--- src/rtl/gfifo_pkg.sv ---
// Shared types and sizes for the nibble-to-byte FIFO read packer.
package gfifo_pkg;
  localparam int NIB_W       = 4;
  localparam int BYTE_W      = 8;
  localparam int TIMEOUT_DEF = 8;

  typedef enum logic [1:0] {
    IDLE = 2'd0,
    REQ  = 2'd1,
    WAIT = 2'd2,
    OUT  = 2'd3
  } state_e;
endpackage

--- src/rtl/gfifo_rd_timer.sv ---
// Wait-for-data counter: cleared on load, counts ticks, flags the last
// allowed cycle so the caller can bail out on the following edge.
module gfifo_rd_timer
  import gfifo_pkg::*;
#(
  parameter int TIMEOUT = TIMEOUT_DEF,
  localparam int CW     = $clog2(TIMEOUT + 1)
) (
  input  logic rd_clk,
  input  logic rst,
  input  logic load,
  input  logic tick,
  output logic expire
);
  logic [CW-1:0] cnt;

  // Expire on the TIMEOUT-th ticking cycle since load.
  assign expire = tick && (cnt == CW'(TIMEOUT - 1));

  // Count waiting cycles; holds once expired until reloaded.
  always_ff @(posedge rd_clk or posedge rst) begin
    if (rst)                  cnt <= '0;
    else if (load)            cnt <= '0;
    else if (tick && !expire) cnt <= cnt + 1'b1;
  end
endmodule

--- src/rtl/gfifo_rd_packer.sv ---
// Pops nibbles from a FIFO one request at a time and packs pairs into
// bytes for a valid/ready consumer. Missing read data raises a sticky error.
module gfifo_rd_packer
  import gfifo_pkg::*;
#(
  parameter int TIMEOUT   = TIMEOUT_DEF,
  parameter bit LOW_FIRST = 1'b1
) (
  input  logic              rd_clk,
  input  logic              rst,
  input  logic              enable,
  input  logic              empty,
  input  logic              rd_valid,
  input  logic [NIB_W-1:0]  rd_data,
  output logic              rd_req_,
  input  logic              out_ready,
  output logic              out_valid,
  output logic [BYTE_W-1:0] out_data,
  input  logic              err_clr,
  output logic              timeout_err,
  output logic [7:0]        byte_cnt
);
  state_e           state;
  logic             nib_idx;
  logic             armed;
  logic [NIB_W-1:0] first_nib;
  logic             tmr_load, tmr_tick, tmr_expire;

  // Timer restarts while the request is out; arriving data beats a timeout.
  assign tmr_load = (state == REQ);
  assign tmr_tick = (state == WAIT) && !rd_valid;

  gfifo_rd_timer #(.TIMEOUT(TIMEOUT)) u_timer (
    .rd_clk (rd_clk),
    .rst    (rst),
    .load   (tmr_load),
    .tick   (tmr_tick),
    .expire (tmr_expire)
  );

  // Request/capture/pack FSM; every output is a register written here.
  // armed delays the first request by one edge after reset release.
  always_ff @(posedge rd_clk or posedge rst) begin
    if (rst) begin
      state       <= IDLE;
      rd_req_     <= 1'b1;
      out_valid   <= 1'b0;
      out_data    <= '0;
      nib_idx     <= 1'b0;
      first_nib   <= '0;
      timeout_err <= 1'b0;
      byte_cnt    <= '0;
      armed       <= 1'b0;
    end else begin
      armed <= 1'b1;
      if (err_clr) timeout_err <= 1'b0;
      case (state)
        IDLE: if (armed && enable && !empty) begin
          rd_req_ <= 1'b0;
          state   <= REQ;
        end
        REQ: begin
          rd_req_ <= 1'b1;
          state   <= WAIT;
        end
        WAIT: begin
          if (rd_valid) begin
            if (!nib_idx) begin
              first_nib <= rd_data;
              nib_idx   <= 1'b1;
              state     <= IDLE;
            end else begin
              nib_idx   <= 1'b0;
              out_data  <= LOW_FIRST ? {rd_data, first_nib} : {first_nib, rd_data};
              out_valid <= 1'b1;
              state     <= OUT;
            end
          end else if (tmr_expire) begin
            // Later assignment overrides a same-cycle err_clr.
            timeout_err <= 1'b1;
            nib_idx     <= 1'b0;
            state       <= IDLE;
          end
        end
        OUT: if (out_ready) begin
          out_valid <= 1'b0;
          byte_cnt  <= byte_cnt + 8'd1;
          state     <= IDLE;
        end
        default: state <= IDLE;
      endcase
    end
  end
endmodule

--- config.mk ---
export PLATFORM = sky130hd
export DESIGN_NAME = gfifo_rd_packer
export DESIGN_NICKNAME = d
export VERILOG_FILES = /design/src/rtl/gfifo_pkg.sv /design/src/rtl/gfifo_rd_timer.sv /design/src/rtl/gfifo_rd_packer.sv
export SDC_FILE = /design/constraint.sdc
export NUM_CORES = 1
export LEC_CHECK = 0
export ABC_AREA = 1
export CAP_MARGIN = 20
export CORE_MARGIN = 2
export CORE_UTILIZATION = 50
export CTS_CLUSTER_DIAMETER = 120
export DETAILED_ROUTE_END_ITERATION = 12
export PLACE_DENSITY = 0.84
export SLEW_MARGIN = 10
export SYNTH_ARGS = -nofsm -noshare
export SYNTH_HDL_FRONTEND = slang
export SYNTH_SLANG_ARGS = --single-unit
--- constraint.sdc ---
create_clock -name rd_clk -period 1.4 [get_ports rd_clk]
set_input_delay 0.35 -clock rd_clk [delete_from_list [all_inputs] [get_ports rd_clk]]
set_output_delay 0.35 -clock rd_clk [all_outputs]
set_load 0.02 [all_outputs]
Yosys cells after proc, flatten, opt, wreduce, memory -nomap -nowiden --
Cells that the tools add are included.
Operators by class: reduce and logical (&&, ||, !) cells 20, muxes and demuxes 21, eq/ne operators 9, bitwise gates (word level) 1, add/sub/neg operators 2
Operator list (number):
- 1-bit 2-to-1 mux | 11
- 2-bit 2-to-1 mux | 5
- 3-bit AND reduction | 3
- 8-bit by 1-bit adder with 8-bit output (second input constant) | 1
- 4-bit 2-to-1 mux | 2
- 2-bit != test (second input constant) | 4
- 2-bit case mux with 4 select lines | 1
- 2-bit nonzero test | 4
- 2-bit AND reduction | 3
- 1-bit logical AND | 5
- 4-bit by 1-bit adder with 4-bit output (second input constant) | 1
- 2-bit equality test (second input constant) | 2
- 4-bit by 3-bit equality test with 1-bit output (second input constant) | 1
- 1-bit case mux with 2 select lines | 2
- 4-bit AND reduction | 1
- 1-bit logical NOT | 3
- 3-bit by 2-bit != test with 1-bit output (second input constant) | 1
- 2-bit by 1-bit equality test with 1-bit output (second input constant) | 1
- 2-bit logical NOT | 1
- 1-bit NOT | 1
Word-level totals: output and inout port bits 19, input bits 11, register bits 31

Logic depth before layout (Yosys ltp) --
Gate-level depths: netlist of run 1.
word-level depth 7, mapped depth 7, depth with buffers taken out 6

Hierarchy --
From an unflattened synthesis of run 1, not the netlist that was laid out.
Unflattened totals: cells, all modules 174, area total of the unflattened synthesis 1527.7 µm²
Modules (own cells, without submodules):
- gfifo_rd_packer | area an instance 1292.5 µm², instances 1, cells each 142, seq. area each 676.9 µm²
- gfifo_rd_timer | area an instance 235.2 µm², instances 1, cells each 32, seq. area each 100.1 µm²

Worst setup path after synthesis of run 1 --
No wires, ideal clock.
kind reg2reg, from register byte_cnt[0], to register byte_cnt[4], required time 1270 ps, path slack 234 ps, data arrival time 1036 ps, library setup time 130 ps, cell stages (with the launch flop) 6, path buffers 0, cell sequence dfrtp_1 > ha_1 > inv_1 > nor2_4 > nand2_1 > xnor2_1
Between the ends: word-level cells in the longest chain between the ends 1
Ends and longest elaborated chain:
- from (decl) | line gfifo_rd_packer.sv:21 | output logic [7:0] byte_cnt
- from (signal assigned) | line gfifo_rd_packer.sv:87 | byte_cnt <= byte_cnt + 8'd1;
- 8-bit by 1-bit adder with 8-bit output | line gfifo_rd_packer.sv:87
Every way passes these cells. A chain may end at the register's enable or synchronous reset.

Final worst setup path of run 1 --
from register rd_req_, to output port rd_req_
RTL lines:
- from (decl) | line gfifo_rd_packer.sv:15 | output logic rd_req_,
- from (signal assigned) | line gfifo_rd_packer.sv:46 | rd_req_ <= 1'b1;
- from (signal assigned) | line gfifo_rd_packer.sv:59 | rd_req_ <= 1'b0;
- from (signal assigned) | line gfifo_rd_packer.sv:63 | rd_req_ <= 1'b1;
No word-level cell between the ends.

==> out/metrics.yaml, run 1 <==
sta:
  final-max-slew-violation-count: 0
  setup_slack_ns: 0.0499
  final.setup_skew_ns: 0.00929
  min_period_over_period: 0.964
  max_clock_freq_ghz: 0.741
  rsz0062_at_grt: "false"
  hold_viol: 0
  timing.final.setup_violations: 0
  finalWorstPathRequiredPeriod_ns: 1.35
clock_tree:
  cts_post_setup_buffers_inserted: 0
  ctsRootBufferMaster: "clkbuf_4"
  worstSkewPairLatency_ns: 0.33
  numCtsBuffers: 5
  max-clock-path-buffers: 2
  cts_htree_levels: 2
  cts_tree: "done"
  clkTransAtPathRegs_ns: 0.10
  hold_bufs_at_cts: 0
  cts_num_sinks: 31
floorplanning:
  die_width_um: 57.7
  floorplan.die_area_sq_um: 3330
  die-height_um: 57.7
  floorplan.initialDensity: 0.524
  std_cell_rows: 19
  fp.coreArea_sq_um: 2760
  io-pin-count: 30
placement:
  place_worst_setup_slack_ns: -0.178
  dp_cells: 231
  port_buffers: 29
  finalWeightedCongestion: 0.739
  place.detailed.hpwl_um: 2280
global_route:
  global_route.overflow_total: 0
  global_route.usage.total: 0.212
  grt_pass1_wl_um: 5230
  first_global_vias: 1236
  initial_antenna_violation_count: 0
  grt_max_degree: 32
layout:
  syn_to_final_growth_pct: 28.2
  nFillCells: 241
  layout_cell_share_with_drive_strength_beyond_1: 0.269
  design.final.nets: 220
  post_layout_nonfiller_instances: 239
  insertedDiodeCount: 0
worst_setup_path:
  critPathMaxStageDelay_ns: 0.54
  worst_path_max_delay_cell: "dfstp_2"
  worst-path-buf-inv: 1
  cells_along_the_critical_path: "buf_4"
  crit_family: "flip-flops"
  crit_path_end_kind: "output pin"
  crit_arrival_ns: 1.00
  critical_path_class: "reg2out"
  crit_required_ns: 1.05
  critPathLaunchType: "register"
  critical_path_peak_fanout: 2
yosys:
  synth-edff-count: 0
  synth.most_common_cell: "nand2_1"
  netlist.top_cell.by_area: "dfrtp_1"
  dominantRegCellSynth: "dfrtp_1"
  ys_ff_latch: 31
  post_syn_area_sq_um: 1440
  synth_warnings: 0
  synth_seq_area_share: 0.538
  synth.net_count: 172
  post_synth_inst_count: 159
  synth_cell_types: 28
  ys_async_sr_fraction: 1.00
  syn_avg_cell_area_sq_um: 9.08
  synthTopCellsByArea: "dfrtp_1 52%, nand2_1 12%, inv_1 5.5%"
  synth_common_cells: "47 x nand2_1, 30 x dfrtp_1, 21 x inv_1, 11 x nand3_1, 8 x nor2_1"
  synthDominantCellAreaShare: 0.520
route:
  overall_routed_net_length_um: 3050
  postRouteAntennaNets: 0
  drt_iter0_drc: 20
  wire_per_inst_um: 12.8
  detail_route.vias_per_cell: 5.08
  drc: 0
  dr_total_vias: 1214
  dr.pass1.iters: 5
power:
  p_seq_frac: 0.448
  comb_power_share: 0.394
  internal-power_uw: 1880
  power_switching_share: 0.411
  power.ir.vdd_worst_uv: 1240
  share_clk_of_total_power: 0.157
  powerDensity_nw_per_um2: 1720
  p_leak_uw: 0.00102
  p_switching_uw: 1310
run_status:
  run_status: "finished clean"
flow_run:
  cap_viol_max_count: 0
hold_path:
  worst_hold_path_type: "in2async"
## logic make-up (layout without fill, tap and decap cells)
logic type                 Yosys count  after routing  share of synthesized area
other                                1              1                    0.00260
AOI/OAI and AO/OA                   13             13                     0.0563
DFF                                 31             31                      0.538
xor gates and xnor gates             4              4                     0.0243
adders and majority gates            2              2                     0.0173
buffers and inverters               24             73                     0.0702
and+or+nand+nor                     84             84                      0.291
## path summary, 6_finish.rpt
path | start | cells past startpoint | slack [ns] | to
setup / recovery | rd_req_ | 1 | 0.05 | rd_req_
hold / removal | rst | 3 | 0.33 | out_data[3]
setup reg to reg | u_timer.cnt[0] | 6 | 0.12 | u_timer.cnt[3]
hold reg to reg | out_data[3] | 2 | 0.48 | out_data[3]
max in group asynchronous | rst | 3 | 0.82 | rd_req_
min in group rd_clk | out_data[3] | 2 | 0.48 | out_data[3]
## placed cells by master (no fill, tap or decap)
master            n
xnor2_1           2
dfstp_2           1
clkdlybuf4s15_1   1
nor2_2            1
nor2_8            1
nand2_1          46
inv_1            21
clkinv_2          3
clkdlybuf4s15_2   1
clkdlybuf4s50_1  10
xor2_1            2
buf_4            14
o21ai_0           6
dfrtp_1          30
nand3b_1          2
o21ai_2           4
or2_2             1
nor2_1            7
o22ai_1           1
o21ai_1           1
conb_1            1
inv_4             1
clkbuf_2         16
ha_1              2
a21oi_1           1
nand2_2           2
nand2_4           1
nand3_1          11
buf_12            1
or2_1             1
nand3_4           1
nand4_1           7
nand3_2           1
nor2_4            2
clkbuf_4          5
## stage by stage
| step | setup TNS, ns | hold slack (ns) | util | cell area, sq um | power, uW |
|---|---|---|---|---|---|
| after floorplan | 0 | 0.449 | - | 1440 | 2220 |
| after global placement | -0.922 | 0.455 | 0.680 | 1870 | 2750 |
| after detailed placement | -1.96 | 0.458 | 0.680 | 1870 | 2850 |
| after CTS | 0 | 0.338 | 0.696 | 1920 | 3270 |
| after global routing | 0 | 0.344 | 0.671 | 1850 | 3410 |
| final | 0 | 0.335 | 0.671 | 1850 | 3180 |
## timing repair
item,4_1_cts,5_1_grt
cloned,0,0
resized for setup,37,23
endpoints found under the setup margin,19,19
## state kept, by name (all words and copies together), names as in the netlist
register and cells:
state 2, out_valid 1, first_nib 4, byte_cnt 8, timeout_err 1, nib_idx 1, out_data 8, armed 1
u_timer.cnt 4, rd_req_ 1
## final cells by class
| type | count | area, sq um | share of cell area |
|---|---|---|---|
| clock buffers | 5 | 37.5 | 0.0203 |
| clock inverters | 3 | 15.0 | 0.00811 |
| well taps | 31 | 38.8 | 0.0210 |
| inverters | 22 | 85.1 | 0.0460 |
| flip-flops and latches | 31 | 777 | 0.420 |
| repair buffers | 43 | 327 | 0.176 |
| multi-input cells | 104 | 571 | 0.308 |
## metal layers
layer,track usage,up-vias,share of wire
met4,0.0930,0,0.018
met1,0.221,579,0.40
met2,0.381,32,0.53
li1,-,597,-
met5,0,-,0
met3,0.0737,6,0.048
## power by group through the flow
stage | clock network, uW | registers, uW | logic, uW
final | 501 | 1430 | 1250
after global routing | 559 | 1470 | 1380
after CTS | 516 | 1430 | 1320
after detailed placement | 0 | 1440 | 1410
after global placement | 0 | 1410 | 1340
after floorplan | 0 | 1620 | 602
Power figures use the tool's default switching activity.
==> run 2: changes to the inputs <==
--- a/config.mk
+++ b/config.mk
@@ -9,3 +9,3 @@
 export CAP_MARGIN = 20
-export CORE_MARGIN = 2
+export CORE_MARGIN = 10
 export CORE_UTILIZATION = 50
--- a/constraint.sdc
+++ b/constraint.sdc
@@ -3,2 +3,2 @@
 set_output_delay 0.35 -clock rd_clk [all_outputs]
-set_load 0.02 [all_outputs]
+set_load 0.05 [all_outputs]
==> run 2 against run 1 <==
  * Combinational power grew 62%
  * Core utilization grew 7.5 points
  * Final cell count shrank 3.3%
  * Cell area grew 11%
  * Total power grew 28%
  * Sequential share of layout area shrank 4.2 points
  * Non-clock buffer count shrank 8
  * Maximum frequency shrank 1.5%
  * Critical path depth is the same
  * Critical path type unchanged
==> out/metrics.yaml, run 2 (synthesized netlist as in run 1, its figures left out) <==
flow_run:
  cap_viol_max_count: 0  # unchanged
worst_setup_path:
  rrSetupSlack_ns: 0.11  # about the same
  rr_worst_depth: 5  # -1
  crit_required_ns: 1.05  # about the same
  worst-path-buf-inv: 1  # unchanged
  r2r-end: "byte_cnt[7]"
  critical_path_class: "reg2out"
  critPathMaxStageDelay_ns: 0.56  # +0.02 ns
  crit_arrival_ns: 1.02  # +0.02 ns
  crit_path_end_kind: "output pin"
  critPathLaunchType: "register"
  critical_path_peak_fanout: 2  # unchanged
  reg_to_reg_startpoint: "state[1]"
  cells_along_the_critical_path: "buf_12"
  setup.worst_path.start: "rd_req_"
  critical_path_cell_count: 1  # unchanged
  worst_path_max_delay_cell: "dfstp_2"
  capture_point_of_the_critical_path: "rd_req_"
  crit_family: "flip-flops"
power:
  powerDensity_nw_per_um2: 1980  # +15%
  p_leak_uw: 0.00105  # +3.8%
  total_power_uw: 4070  # +28%
  power.ir.vdd_worst_uv: 1520  # +22%
sta:
  post_route_setup_tns_ns: 0  # unchanged
  max_clock_freq_ghz: 0.729  # -1.5%
  rsz0062_at_grt: "true"
  worst_hold_slack_ns: 0.349  # +0.0145 ns
  finalWorstPathRequiredPeriod_ns: 1.37  # +0.0209 ns
  final.setup_skew_ns: 0.00985  # +0.000552 ns
  min_period_over_period: 0.979  # +0.0149
  timing.final.setup_violations: 0  # unchanged
  final-max-slew-violation-count: 0  # unchanged
  hold_viol: 0  # unchanged
placement:
  finalWeightedCongestion: 0.786  # +6.4%
  port_buffers: 29  # unchanged
  dp_cells: 223  # -3.5%
  place.detailed.hpwl_um: 2490  # +9.3%
  post_dp_cell_area_sq_um: 2000  # +6.9%
route:
  postRouteAntennaNets: 0  # unchanged
  dr_total_vias: 1160  # -4.4%
  detail_route.vias_per_cell: 5.02  # -1.1%
  drc: 0  # unchanged
  overall_routed_net_length_um: 3160  # +3.7%
  dr.pass1.iters: 4  # -1
  drt_iter0_drc: 55  # +180%
  wire_per_inst_um: 13.7  # +7.3%
floorplanning:
  std_cell_rows: 19  # unchanged
  io-pin-count: 30  # unchanged
  floorplan.die_area_sq_um: 5440  # +63%
  die_width_um: 73.7  # +28%
  fp.coreArea_sq_um: 2760  # unchanged
  floorplan.initialDensity: 0.524  # unchanged
  die-height_um: 73.7  # +28%
clock_tree:
  cts_num_sinks: 31  # unchanged
  cts_htree_levels: 2  # unchanged
  numCtsBuffers: 5  # unchanged
  ctsRootBufferMaster: "clkbuf_4"
  clkTransAtPathRegs_ns: 0.09  # about the same
  cts_post_setup_buffers_inserted: 0  # unchanged
  cts_tree: "done"
  worstSkewPairLatency_ns: 0.33  # about the same
  max-clock-path-buffers: 2  # unchanged
global_route:
  grt_max_degree: 32  # unchanged
  initial_antenna_violation_count: 0  # unchanged
  first_global_vias: 1223  # -1.1%
  global_route.usage.total: 0.130  # -0.0820
  global_route.overflow_total: 0  # unchanged
  grt_pass1_wl_um: 5470  # +4.6%
layout:
  insertedDiodeCount: 0  # unchanged
  layout_commonest_cell: "nand2_1"
  most-common-layout-cells: "47 x nand2_1, 30 x dfrtp_1, 21 x inv_1"
  design.final.nets: 212  # -3.6%
  top_regs: "byte_cnt (8), out_data (8)"
  layout_cell_share_with_drive_strength_beyond_1: 0.230  # -0.0392
  nFillCells: 190  # -21%
  syn_to_final_growth_pct: 42.5
  finish.instance_area_sq_um: 2060  # +11%
  post_layout_nonfiller_instances: 231  # -3.3%
run_status:
  run_status: "finished clean"
hold_path:
  worst_hold_path_type: "in2async"
run 2: area by class of cell:
type	instances	area [sq um]	share of cell area
Clock inverter	1	5.00	0.00243
Tap cell	31	38.8	0.0189
Sequential cell	31	777	0.378
Clock buffer	7	45.0	0.0219
Timing Repair Buffer	35	538	0.262
Multi-Input combinational cell	104	568	0.276
Inverter	22	85.1	0.0414
run 2: through the flow:
step,util,setup WS (ns)
after floorplan,-,0.00217
after global placement,0.727,-0.103
after detailed placement,0.727,-0.193
after CTS,0.745,0.00472
after global routing,0.746,-0.0139
final,0.746,0.0290
run 2: repair_timing:
item                                    4_1_cts  5_1_grt
hold buffers                                  0        0
endpoints found under the setup margin        0        5
gates resized for setup                       0        3
run 2: power by group:
| part | switching [uW] | total (uW) | internal (uW) |
|---|---|---|---|
| logic | 1110 | 2030 | 919 |
| clock network | 293 | 488 | 195 |
| registers | 362 | 1560 | 1190 |
| total | 1760 | 4070 | 2310 |
run 2: routing by layer:
metal	wire, um	track usage	vias up
met5	0	0	-
met4	40	0.0621	0
met3	312	0.0727	4
met2	1540	0.206	44
met1	1270	0.135	531
li1	-	-	581
run 2: worst min-delay path by stage:
| stage | startpoint | endpoint |
|---|---|---|
| floorplan | rst | armed |
| finish | rst | byte_cnt[7] |
| global route | rst | byte_cnt[7] |
| detailed placement | first_nib[1] | out_data[1] |
| global placement | first_nib[2] | out_data[2] |
| CTS | rst | out_data[1] |
==> run 3: changes to the inputs <==
CORE_UTILIZATION = 40   (was 50)
GPL_ROUTABILITY_DRIVEN = 1   (was default)
PLACE_DENSITY = 0.71   (was 0.84)
==> run 3 against run 2 <==
  * Sequential share of layout area decreased by 1.1 points
  * Die area increased by 18%
  * Sequential power about the same
  * Cell area increased by 3.0%
  * Clock-buffer cell count increased by 1
  * Core utilization decreased by 13 points
  * Flip-flop and latch count unchanged
  * Final cell count increased by 7.8%
  * Register-to-register slack about the same
  * Via count increased by 1.8%
  * First-iteration DRC count increased by 16%
  * Critical path type unchanged
==> out/metrics.yaml, run 3 (synthesized netlist as in run 1, its figures left out) <==
global_route:
  grt_pass1_wl_um: 5640  # +3.0%
  initial_antenna_violation_count: 0  # unchanged
  global_route.overflow_total: 0  # unchanged
  grt_max_degree: 32  # unchanged
  global_route.usage.total: 0.111  # -0.0191
  first_global_vias: 1205  # -1.5%
layout:
  layout_cell_share_with_drive_strength_beyond_1: 0.251  # +0.0212
  design.final.nets: 215  # +1.4%
  insertedDiodeCount: 0  # unchanged
  syn_to_final_growth_pct: 46.8
  finish.instance_area_sq_um: 2120  # +3.0%
  multi_input_comb_area_sq_um: 571  # +0.44%
  top_regs: "byte_cnt (8), out_data (8)"
  nFillCells: 294  # +55%
  layout_commonest_cell: "nand2_1"
  final_core_utilization: 0.621  # -0.125
  seq_area_sq_um: 777  # unchanged
  most-common-layout-cells: "46 x nand2_1, 30 x dfrtp_1, 21 x inv_1"
sta:
  max_clock_freq_ghz: 0.727  # -0.30%
  min_period_over_period: 0.982  # +0.00292
  finalWorstPathRequiredPeriod_ns: 1.38  # +0.00408 ns
  hold_viol: 0  # unchanged
  timing.final.setup_violations: 0  # unchanged
  final.setup_skew_ns: 0.00345  # -0.00640 ns
  rsz0062_at_grt: "true"
  final-max-slew-violation-count: 0  # unchanged
floorplanning:
  std_cell_rows: 21  # +2
  floorplan.die_area_sq_um: 6410  # +18%
  die_width_um: 80.1  # +8.6%
  io-pin-count: 30  # unchanged
  fp.coreArea_sq_um: 3420  # +24%
  die-height_um: 80.1  # +8.6%
  floorplan.initialDensity: 0.423  # -0.101
route:
  drt_iter0_drc: 64  # +16%
  dr.pass1.iters: 4  # unchanged
  drc: 0  # unchanged
  postRouteAntennaNets: 0  # unchanged
  overall_routed_net_length_um: 3240  # +2.4%
  dr_total_vias: 1181  # +1.8%
  detail_route.vias_per_cell: 4.74  # -5.5%
  wire_per_inst_um: 13.0  # -5.0%
power:
  powerDensity_nw_per_um2: 1970  # -0.45%
  p_leak_uw: 0.00108  # +2.2%
  p_switching_uw: 1750  # -0.55%
  power.ir.vdd_worst_uv: 1150  # -24%
  share_clk_of_total_power: 0.141  # +0.021
  power_switching_share: 0.420  # -0.0132
  comb_power_share: 0.488  # -0.010
  p_seq_frac: 0.371  # -0.011
  internal-power_uw: 2420  # +5.0%
clock_tree:
  clkTransAtPathRegs_ns: 0.09  # about the same
  cts_tree: "done"
  cts_htree_levels: 2  # unchanged
  hold_bufs_at_cts: 0  # unchanged
  max-clock-path-buffers: 2  # unchanged
  cts_post_setup_buffers_inserted: 0  # unchanged
  cts-resized-gates: 0  # unchanged
  worstSkewPairLatency_ns: 0.33  # about the same
  numCtsBuffers: 5  # unchanged
  cts_num_sinks: 31  # unchanged
  ctsRootBufferMaster: "clkbuf_4"
worst_setup_path:
  reg_to_reg_startpoint: "u_timer.cnt[0]"
  critPathLaunchType: "register"
  crit_family: "flip-flops"
  critical_path_peak_fanout: 2  # unchanged
  cells_along_the_critical_path: "buf_12"
  crit_path_end_kind: "output pin"
  worst_path_max_delay_cell: "dfstp_2"
  critPathMaxStageDelay_ns: 0.56  # about the same
  crit_required_ns: 1.05  # about the same
  worst-path-buf-inv: 1  # unchanged
  setup.worst_path.start: "rd_req_"
  critical_path_class: "reg2out"
  crit_arrival_ns: 1.03  # about the same
placement:
  finalWeightedCongestion: 0.785  # -0.11%
  port_buffers: 29  # unchanged
  place.detailed.hpwl_um: 2530  # +1.9%
  post_dp_cell_area_sq_um: 2050  # +2.1%
run_status:
  run_status: "finished clean"
hold_path:
  worst_hold_path_type: "in2async"
flow_run:
  cap_viol_max_count: 0  # unchanged
[run 3: changes by cell type in the layout (fill, tap and decap cells not counted)]
cell,delta
clkinv_2,-1
o21ai_0,+2
nand2_2,+1
buf_4,+3
clkbuf_8,+2
o21ai_1,-2
clkbuf_1,-1
nand2_1,-1
[run 3: cell type report]
cell class,count,area share
flip-flops and latches,31,0.367
repair buffers,38,0.264
clock buffers,8,0.0325
multi-input cells,104,0.269
inverters,22,0.0401
well taps,46,0.0272
[run 3: final timing paths]
path / to / slack [ns] / cells past startpoint
min in group rd_clk: out_data[1] / 0.49 / 2
worst min-delay path: byte_cnt[7] / 0.35 / 3
worst max-delay path: rd_req_ / 0.02 / 1
max in group asynchronous: rd_req_ / 0.81 / 3
worst max register to register: u_timer.cnt[0] / 0.12 / 6
worst min register to register: out_data[1] / 0.49 / 2
[run 3: per-stage QoR]
step | TNS, ns | worst slack [ns] | total power (uW) | hold slack, ns | cells
6_report | 0 | 0.0249 | 4180 | 0.349 | 249
5_1_grt | -0.0412 | -0.0144 | 4440 | 0.372 | 249
4_1_cts | 0 | 0.00801 | 4220 | 0.344 | 249
3_5_place_dp | -2.10 | -0.150 | 3620 | 0.474 | 241
3_3_place_gp | -1.10 | -0.0886 | 3550 | 0.465 | 241
2_1_floorplan | 0 | 0.00217 | 2600 | 0.449 | 159
[run 3: routing by layer]
metal  up-vias  GRT usage  part of all wire
met4         0     0.0475             0.018
li1        588          -                 -
met3         7     0.0557             0.086
met1       550      0.124              0.42
met5         -          0                 0
met2        36      0.173              0.48
[run 3: worst reg2reg max path, delay by kind of cell, from the launching register on]
kind	cells	cell delay (ns)
and+or+nand+nor	5	0.53
DFF	1	0.45
adders and majority gates	1	0.25
[run 3: power groups by stage]
| stage | clock network (uW) | logic, uW | registers (uW) |
|---|---|---|---|
| after CTS | 608 | 2060 | 1560 |
| after global routing | 647 | 2190 | 1600 |
| final | 589 | 2040 | 1550 |
| after global placement | 0 | 2000 | 1550 |
| after detailed placement | 0 | 2060 | 1570 |
| after floorplan | 0 | 601 | 2000 |
